[src/rtl/jt49_mave_mc_if.sv]
// Sample stream bus for jt49_mave_mc: input handshake and filtered-output strobe.
// The master drives samples in; the slave (the filter) answers with averages.
interface jt49_mave_mc_if #(
  parameter int DW = 8,
  parameter int CH = 2,
  parameter int CW = (CH > 1) ? $clog2(CH) : 1
);
  logic          din_valid;
  logic          din_ready;
  logic [DW-1:0] din;
  logic [CW-1:0] din_ch;
  logic          dout_valid;
  logic [DW-1:0] dout;
  logic [CW-1:0] dout_ch;

  modport master (output din_valid, din, din_ch,
                  input  din_ready, dout_valid, dout, dout_ch);
  modport slave  (input  din_valid, din, din_ch,
                  output din_ready, dout_valid, dout, dout_ch);
endinterface

[src/rtl/jt49_mave_mc.sv]
// Multi-channel moving-average filter over a shared history RAM, window 2^win.
// Optional build macro JT49_MAVE_ROUND_EN selects round-half-up instead of floor.
module jt49_mave_mc #(
  parameter int DW    = 8,
  parameter int DEPTH = 5,
  parameter int CH    = 2
) (
  input  logic             clk,
  input  logic             rst,
  input  logic             i_cen,
  input  logic [2:0]       i_win,
  jt49_mave_mc_if.slave    bus
);
  localparam int CW   = (CH > 1) ? $clog2(CH) : 1;
  localparam int AW   = CW + DEPTH;
  localparam int NW   = CH * (2 ** DEPTH);
  localparam int QW   = $clog2(DEPTH + 1);
  localparam int ACCW = DW + DEPTH;

  typedef enum logic {S_CLEAR, S_RUN} state_t;

  state_t                   r_state;
  logic [AW-1:0]            r_clr_cnt;
  logic [QW-1:0]            r_win_q;
  logic                     r_ready;
  logic [DEPTH-1:0]         r_ptr [CH];
  logic signed [ACCW-1:0]   r_acc [CH];
  logic [DW-1:0]            r_ram [2**AW];

  logic                     r_s1_valid;
  logic [CW-1:0]            r_s1_ch;
  logic signed [DW-1:0]     r_s1_din;
  logic signed [DW-1:0]     r_s1_old;

  logic                     r_dout_valid;
  logic [DW-1:0]            r_dout;
  logic [CW-1:0]            r_dout_ch;

  logic [QW-1:0]            w_win_clamp;
  logic                     w_ch_ok;
  logic                     w_flush;
  logic                     w_accept;
  logic                     w_clr_last;
  logic [DEPTH-1:0]         w_cur_ptr;
  logic [DEPTH-1:0]         w_step;
  logic [AW-1:0]            w_wr_addr;
  logic [AW-1:0]            w_rd_addr;
  logic signed [DW:0]       w_diff;
  logic signed [ACCW-1:0]   w_acc_new;
  logic [DW-1:0]            w_avg;
`ifdef JT49_MAVE_ROUND_EN
  logic signed [ACCW:0]     w_rnd;
`endif

  always_comb begin
    // NOTE: every signal here is assigned on every pass, so no latch can be inferred.
    w_win_clamp = (32'(i_win) > DEPTH) ? QW'(DEPTH) : QW'(i_win);
    w_ch_ok     = 32'(bus.din_ch) < CH;
    w_flush     = (r_state == S_RUN) && (w_win_clamp != r_win_q);
    w_accept    = i_cen && bus.din_valid && r_ready && w_ch_ok && !w_flush;
    w_clr_last  = r_clr_cnt == AW'(NW - 1);
    w_cur_ptr   = r_ptr[bus.din_ch];
    // Step of 2^DEPTH wraps to zero: the oldest slot is the one about to be overwritten.
    w_step      = DEPTH'(1) << r_win_q;
    w_wr_addr   = {bus.din_ch, w_cur_ptr};
    w_rd_addr   = {bus.din_ch, DEPTH'(w_cur_ptr - w_step)};
    w_diff      = {r_s1_din[DW-1], r_s1_din} - {r_s1_old[DW-1], r_s1_old};
    w_acc_new   = r_acc[r_s1_ch] + ACCW'(w_diff);
`ifdef JT49_MAVE_ROUND_EN
    w_rnd       = (ACCW+1)'(w_acc_new)
                + ((r_win_q != '0) ? ((ACCW+1)'(1) << (r_win_q - QW'(1))) : '0);
    w_avg       = DW'(w_rnd >>> r_win_q);
`else
    w_avg       = DW'(w_acc_new >>> r_win_q);
`endif
  end

  // NOTE: the history RAM has no reset; the CLEAR sweep zeroes it, keeping it block-RAM friendly.
  always_ff @(posedge clk) begin
    if (i_cen && !rst) begin
      if (r_state == S_CLEAR) r_ram[r_clr_cnt] <= '0;
      else if (w_accept)      r_ram[w_wr_addr] <= bus.din;
      if (w_accept)           r_s1_old <= r_ram[w_rd_addr];
    end
  end

  always_ff @(posedge clk) begin
    if (rst) begin
      r_state      <= S_CLEAR;
      r_clr_cnt    <= '0;
      r_win_q      <= '0;
      r_ready      <= 1'b0;
      r_s1_valid   <= 1'b0;
      r_s1_ch      <= '0;
      r_s1_din     <= '0;
      r_dout_valid <= 1'b0;
      r_dout       <= '0;
      r_dout_ch    <= '0;
      for (int i = 0; i < CH; i++) begin
        r_ptr[i] <= '0;
        r_acc[i] <= '0;
      end
    end else if (i_cen) begin
      // NOTE: state registers use <= so every update sees pre-edge values; this also makes the RAM read-first.
      r_dout_valid <= 1'b0;
      r_s1_valid   <= w_accept;
      if (w_accept) begin
        r_s1_ch               <= bus.din_ch;
        r_s1_din              <= bus.din;
        r_ptr[bus.din_ch]     <= w_cur_ptr + DEPTH'(1);
      end
      if (r_s1_valid && !w_flush) begin
        r_acc[r_s1_ch] <= w_acc_new;
        r_dout         <= w_avg;
        r_dout_ch      <= r_s1_ch;
        r_dout_valid   <= 1'b1;
      end
      case (r_state)
        S_CLEAR: begin
          r_clr_cnt <= r_clr_cnt + AW'(1);
          if (w_clr_last) begin
            r_state   <= S_RUN;
            r_ready   <= 1'b1;
            r_win_q   <= w_win_clamp;
            r_clr_cnt <= '0;
          end
        end
        S_RUN: begin
          // A window change restarts from an all-zero history, so sums must restart too.
          if (w_flush) begin
            r_state   <= S_CLEAR;
            r_ready   <= 1'b0;
            r_clr_cnt <= '0;
            for (int i = 0; i < CH; i++) begin
              r_ptr[i] <= '0;
              r_acc[i] <= '0;
            end
          end
        end
      endcase
    end
  end

  assign bus.din_ready  = r_ready;
  assign bus.dout_valid = r_dout_valid;
  assign bus.dout       = r_dout;
  assign bus.dout_ch    = r_dout_ch;
endmodule

[src/flat_wrapper.sv]
// flat-port wrapper written by rule: the top's interface ports become plain ports
module jt49_mave_mc_flat 
#(
  parameter int DW    = 8,
  parameter int DEPTH = 5,
  parameter int CH    = 2
)
  (clk, rst, i_cen, i_win, bus_din_valid, bus_din, bus_din_ch, bus_din_ready, bus_dout_valid, bus_dout, bus_dout_ch);
  jt49_mave_mc_if #(.DW(DW), .CH(CH)) bus_i ();
  input  logic clk;
  input  logic rst;
  input  logic i_cen;
  input  logic [2:0] i_win;
  input wire logic [$bits(bus_i.din_valid)-1:0] bus_din_valid;
  input wire logic [$bits(bus_i.din)-1:0] bus_din;
  input wire logic [$bits(bus_i.din_ch)-1:0] bus_din_ch;
  output wire logic [$bits(bus_i.din_ready)-1:0] bus_din_ready;
  output wire logic [$bits(bus_i.dout_valid)-1:0] bus_dout_valid;
  output wire logic [$bits(bus_i.dout)-1:0] bus_dout;
  output wire logic [$bits(bus_i.dout_ch)-1:0] bus_dout_ch;
  assign bus_i.din_valid = bus_din_valid;
  assign bus_i.din = bus_din;
  assign bus_i.din_ch = bus_din_ch;
  assign bus_din_ready = bus_i.din_ready;
  assign bus_dout_valid = bus_i.dout_valid;
  assign bus_dout = bus_i.dout;
  assign bus_dout_ch = bus_i.dout_ch;
  jt49_mave_mc #(.DW(DW), .DEPTH(DEPTH), .CH(CH)) u_core (.clk(clk), .rst(rst), .i_cen(i_cen), .i_win(i_win), .bus(bus_i));
endmodule
[config.mk]
export PLATFORM = sky130hd
export DESIGN_NAME = jt49_mave_mc_flat
export DESIGN_NICKNAME = d
export VERILOG_FILES = /design/src/rtl/jt49_mave_mc_if.sv /design/src/rtl/jt49_mave_mc.sv /design/src/flat_wrapper.sv
export SDC_FILE = /design/constraint.sdc
export NUM_CORES = 1
export LEC_CHECK = 0
export CAP_MARGIN = 20
export CORE_MARGIN = 2
export CORE_UTILIZATION = 57
export CTS_CLUSTER_DIAMETER = 150
export CTS_CLUSTER_SIZE = 14
export DETAILED_ROUTE_END_ITERATION = 10
export PLACE_DENSITY = 0.87
export SLEW_MARGIN = 20
export SYNTH_ARGS = -nofsm -noshare
export SYNTH_HDL_FRONTEND = slang
export SYNTH_SLANG_ARGS = --single-unit
[constraint.sdc]
create_clock -name clk -period 4.9 [get_ports clk]
set_input_delay 1.225 -clock clk [delete_from_list [all_inputs] [get_ports clk]]
set_output_delay 1.225 -clock clk [all_outputs]
set_load 0.05 [all_outputs]
==> flow_summary.json <==
{
  "ir_drop_mv": 0.243,
  "critPathArrivalTime_ps": 4990,
  "clkPwrFrac": 0.365,
  "clk_path_buf_depth": 3,
  "path_cells": "clkdlybuf4s50_1, mux2i_1, ha_4, inv_1, fa_4, buf_12, buf_12, mux4_2, mux4_2, mux4_2",
  "tightest_slew_ps": 1080,
  "path_buf_inv": 4,
  "yosysWarnings": 0,
  "worst-path-max-fanout": 20,
  "clkTransAtPathRegs_ps": 70,
  "avgSynthCellArea_sq_um": 18.7,
  "grt_pass1_vias": 13600,
  "clock-sinks": 588,
  "synth_top_family_by_area": "multiplexers",
  "finalCriticalPeriod_ps": 4650,
  "synth_compound_area_frac": 0.0306,
  "first_pass_iters": 6,
  "synth-xor-area-share": 0.00710,
  "max_stage_delay_ps": 940,
  "grtUsageTotal": 0.265,
  "reg2reg_depth": 11,
  "switching_share": 0.207,
  "cts_setup_buffers": 0,
  "finalCritPeriodShare": 0.950,
  "setup_viol_count_final": 0,
  "rsz0062_at_grt": "no",
  "hold_viol": 0,
  "ys_seq_area_frac": 0.703,
  "ant_nets": 0,
  "dp_hpwl_mm": 36.9,
  "insertion_delay_ps": 590,
  "worstHoldPathType": "flip-flop to flip-flop",
  "switching_power_w": 0.00196,
  "cts_buffers": 47,
  "min_to": "u_core.r_s1_din[3]",
  "setup_ws_ps": 246,
  "gp_congestion": 0.921,
  "crit_path_frequent_cell": "mux4_2",
  "comb_power_share": 0.058,
  "grt_antenna_before_repair": 2,
  "fmax_mhz": 215,
  "syn_nets": 1370,
  "startpoint_type": "primary input",
  "ys_top_cells_by_area": "edfxtp_1, mux4_2, dfxtp_1, nor2_1, fa_1",
  "holdWs_ps": 507,
  "drt_iter0_drc": 1822,
  "synth_top_area_share": 0.677,
  "async_flop_share": 0,
  "nNetsFinal": 1491,
  "grt-ovfl-total": 0,
  "yosys.cell_types.count": 66,
  "final-max-slew-violation-count": 0,
  "synthFlopType": "edfxtp_1",
  "io_pins": 27,
  "drv_cap": 0,
  "skew_ps": 26.2,
  "cp_slowest_cell": "fa_4",
  "die_y_um": 212,
  "critical-path-top-delay-family": "multiplexers",
  "hold_start": "u_core.r_s1_din[3]",
  "p_seq_frac": 0.577,
  "cts_tree": "built",
  "place_ws_ps": -361,
  "port_buffers": 26,
  "drt-total-wl_mm": 57.6,
  "grt_start_max_net_pins": 65,
  "htreeDepth": 2,
  "outcome": "completed",
  "wl_per_cell_um": 28.1,
  "critical_path_class": "primary input to flip-flop",
  "internal_power_w": 0.00747,
  "rows": 76,
  "drive_gt1_frac": 0.255,
  "cts_resized": 0,
  "die_w_um": 212,
  "max-slew-margin-rel": 0.269,
  "power_w": 0.00943,
  "num_vias": 13400,
  "synth_top_area_cell": "edfxtp_1",
  "final_util": 0.647,
  "syn_inst": 1322,
  "synth_seq_cells": 588,
  "r2r_slack_ps": 950,
  "syn_area_sq_um": 24700,
  "cts.root.buffer_cell": "clkbuf_16",
  "cp-end-kind": "flip-flop",
  "synthMuxAreaShare": 0.170,
  "syn2layout_area_growth_pct": 12.6,
  "required_ps": 5230,
  "synthSimpleGateAreaFrac": 0.0492,
  "core_sq_um": 42900,
  "start_util": 0.575,
  "drc": 0,
  "crit_cells": 10,
  "synth_edf_count": 556,
  "vias_per_cell": 6.56,
  "synthAdderAreaFrac": 0.0202,
  "cp-startpoint": "bus_din_ch",
  "leakage_nw": 8.39,
  "hold_depth": 2,
  "grt_pass1_wl_mm": 86.1,
  "powerDensity_nw_per_um2": 340,
  "r2r_end": "u_core.bus.dout[2]",
  "postCtsHoldBufs": 0,
  "die-area_sq_um": 44900
}
[cell usage after synthesis (all sizes together) (4+ instances only)]
cell type,instances
nand2b,8
buf,28
a21o,8
and3,6
edfxtp,556
fa,13
nand3,8
ha,19
o211ai,4
xor2,8
mux4,173
o21ai,16
or3,4
mux2,5
a211oi,6
mux2i,25
nor3,8
a2111oi,4
dfxtp,32
nand3b,7
clkbuf,34
nor2,152
inv,45
xnor2,12
a21oi,32
nand2,43
and2,15
nor4,4
nor2b,5
[metrics by stage]
stage	instances	TNS [ps]	area, sq um
after floorplan	1322	0	24700
after global placement	1979	-2330	26500
after detailed placement	1979	-2700	26500
after CTS	2046	0	27700
after global routing	2046	0	27800
final	2047	0	27800
[worst max path at each step]
stage                               to
finish              u_core.r_s1_old[0]
global route        u_core.r_s1_old[4]
CTS                 u_core.r_s1_old[0]
detailed placement  u_core.r_s1_old[1]
global placement    u_core.r_s1_old[4]
floorplan           u_core.r_s1_old[0]
[sequential cells by signal (all words and copies together) (netlist names), 3 cells and up, named ones only]
register and flops:
u_core.r_ram 512, u_core.r_ptr 10, u_core.r_win_q 3, u_core.r_acc 26, u_core.bus.dout 8, u_core.r_s1_old 8
u_core.r_s1_din 8, u_core.r_clr_cnt 6
[cell families (layout without fill, tap and decap cells)]
group / count (synthesis) / after routing
AOI/OAI and AO/OA: 104 / 104
buffers and inverters: 107 / 246
xor gates and xnor gates: 20 / 20
DFF: 588 / 588
other: 0 / 1
muxes: 203 / 203
and+or+nand+nor: 268 / 268
adders and majority gates: 32 / 32
[layer usage]
metal	GRT usage	share of wire	routed length [um]
met5	0	0	0
met4	0.0966	0.038	2170
met3	0.0514	0.10	5780
met2	0.448	0.51	29200
met1	0.346	0.36	20500
[tightest hold or removal path, stage by stage, from the launching register on]
cell and delay [ps]:
dfxtp_1 330, mux2i_1 60, nor2_1 80
[final cells by class]
| cell class | instances | area [sq um] |
|---|---|---|
| repair buffers | 134 | 1330 |
| well taps | 585 | 732 |
| flip-flops and latches | 588 | 17300 |
| multi-input cells | 627 | 6890 |
| clock inverters | 2 | 25.0 |
| clock buffers | 65 | 1260 |
| inverters | 45 | 169 |
| diodes | 1 | 2.50 |
| fillers | 2700 | 15100 |
[placed cells by master (no fill, tap or decap), types with 17 or more instances in the layout]
master	count
edfxtp_1	556
mux4_2	173
nor2_1	152
buf_4	87
clkbuf_16	48
inv_1	45
nand2_1	37
dfxtp_1	32
a21oi_1	28
clkdlybuf4s50_1	26
mux2i_1	25
buf_12	21
ha_1	18
clkbuf_1	17
[power by group through the flow]
| stage | registers [W] | logic [W] | clock network, W |
|---|---|---|---|
| 2_1_floorplan | 0.00555 | 0.000346 | 0 |
| 3_3_place_gp | 0.00555 | 0.000523 | 0 |
| 3_5_place_dp | 0.00555 | 0.000538 | 0 |
| 4_1_cts | 0.00544 | 0.000543 | 0.00347 |
| 5_1_grt | 0.00544 | 0.000572 | 0.00365 |
| 6_report | 0.00544 | 0.000545 | 0.00344 |
(Power assumes the default switching activity.)
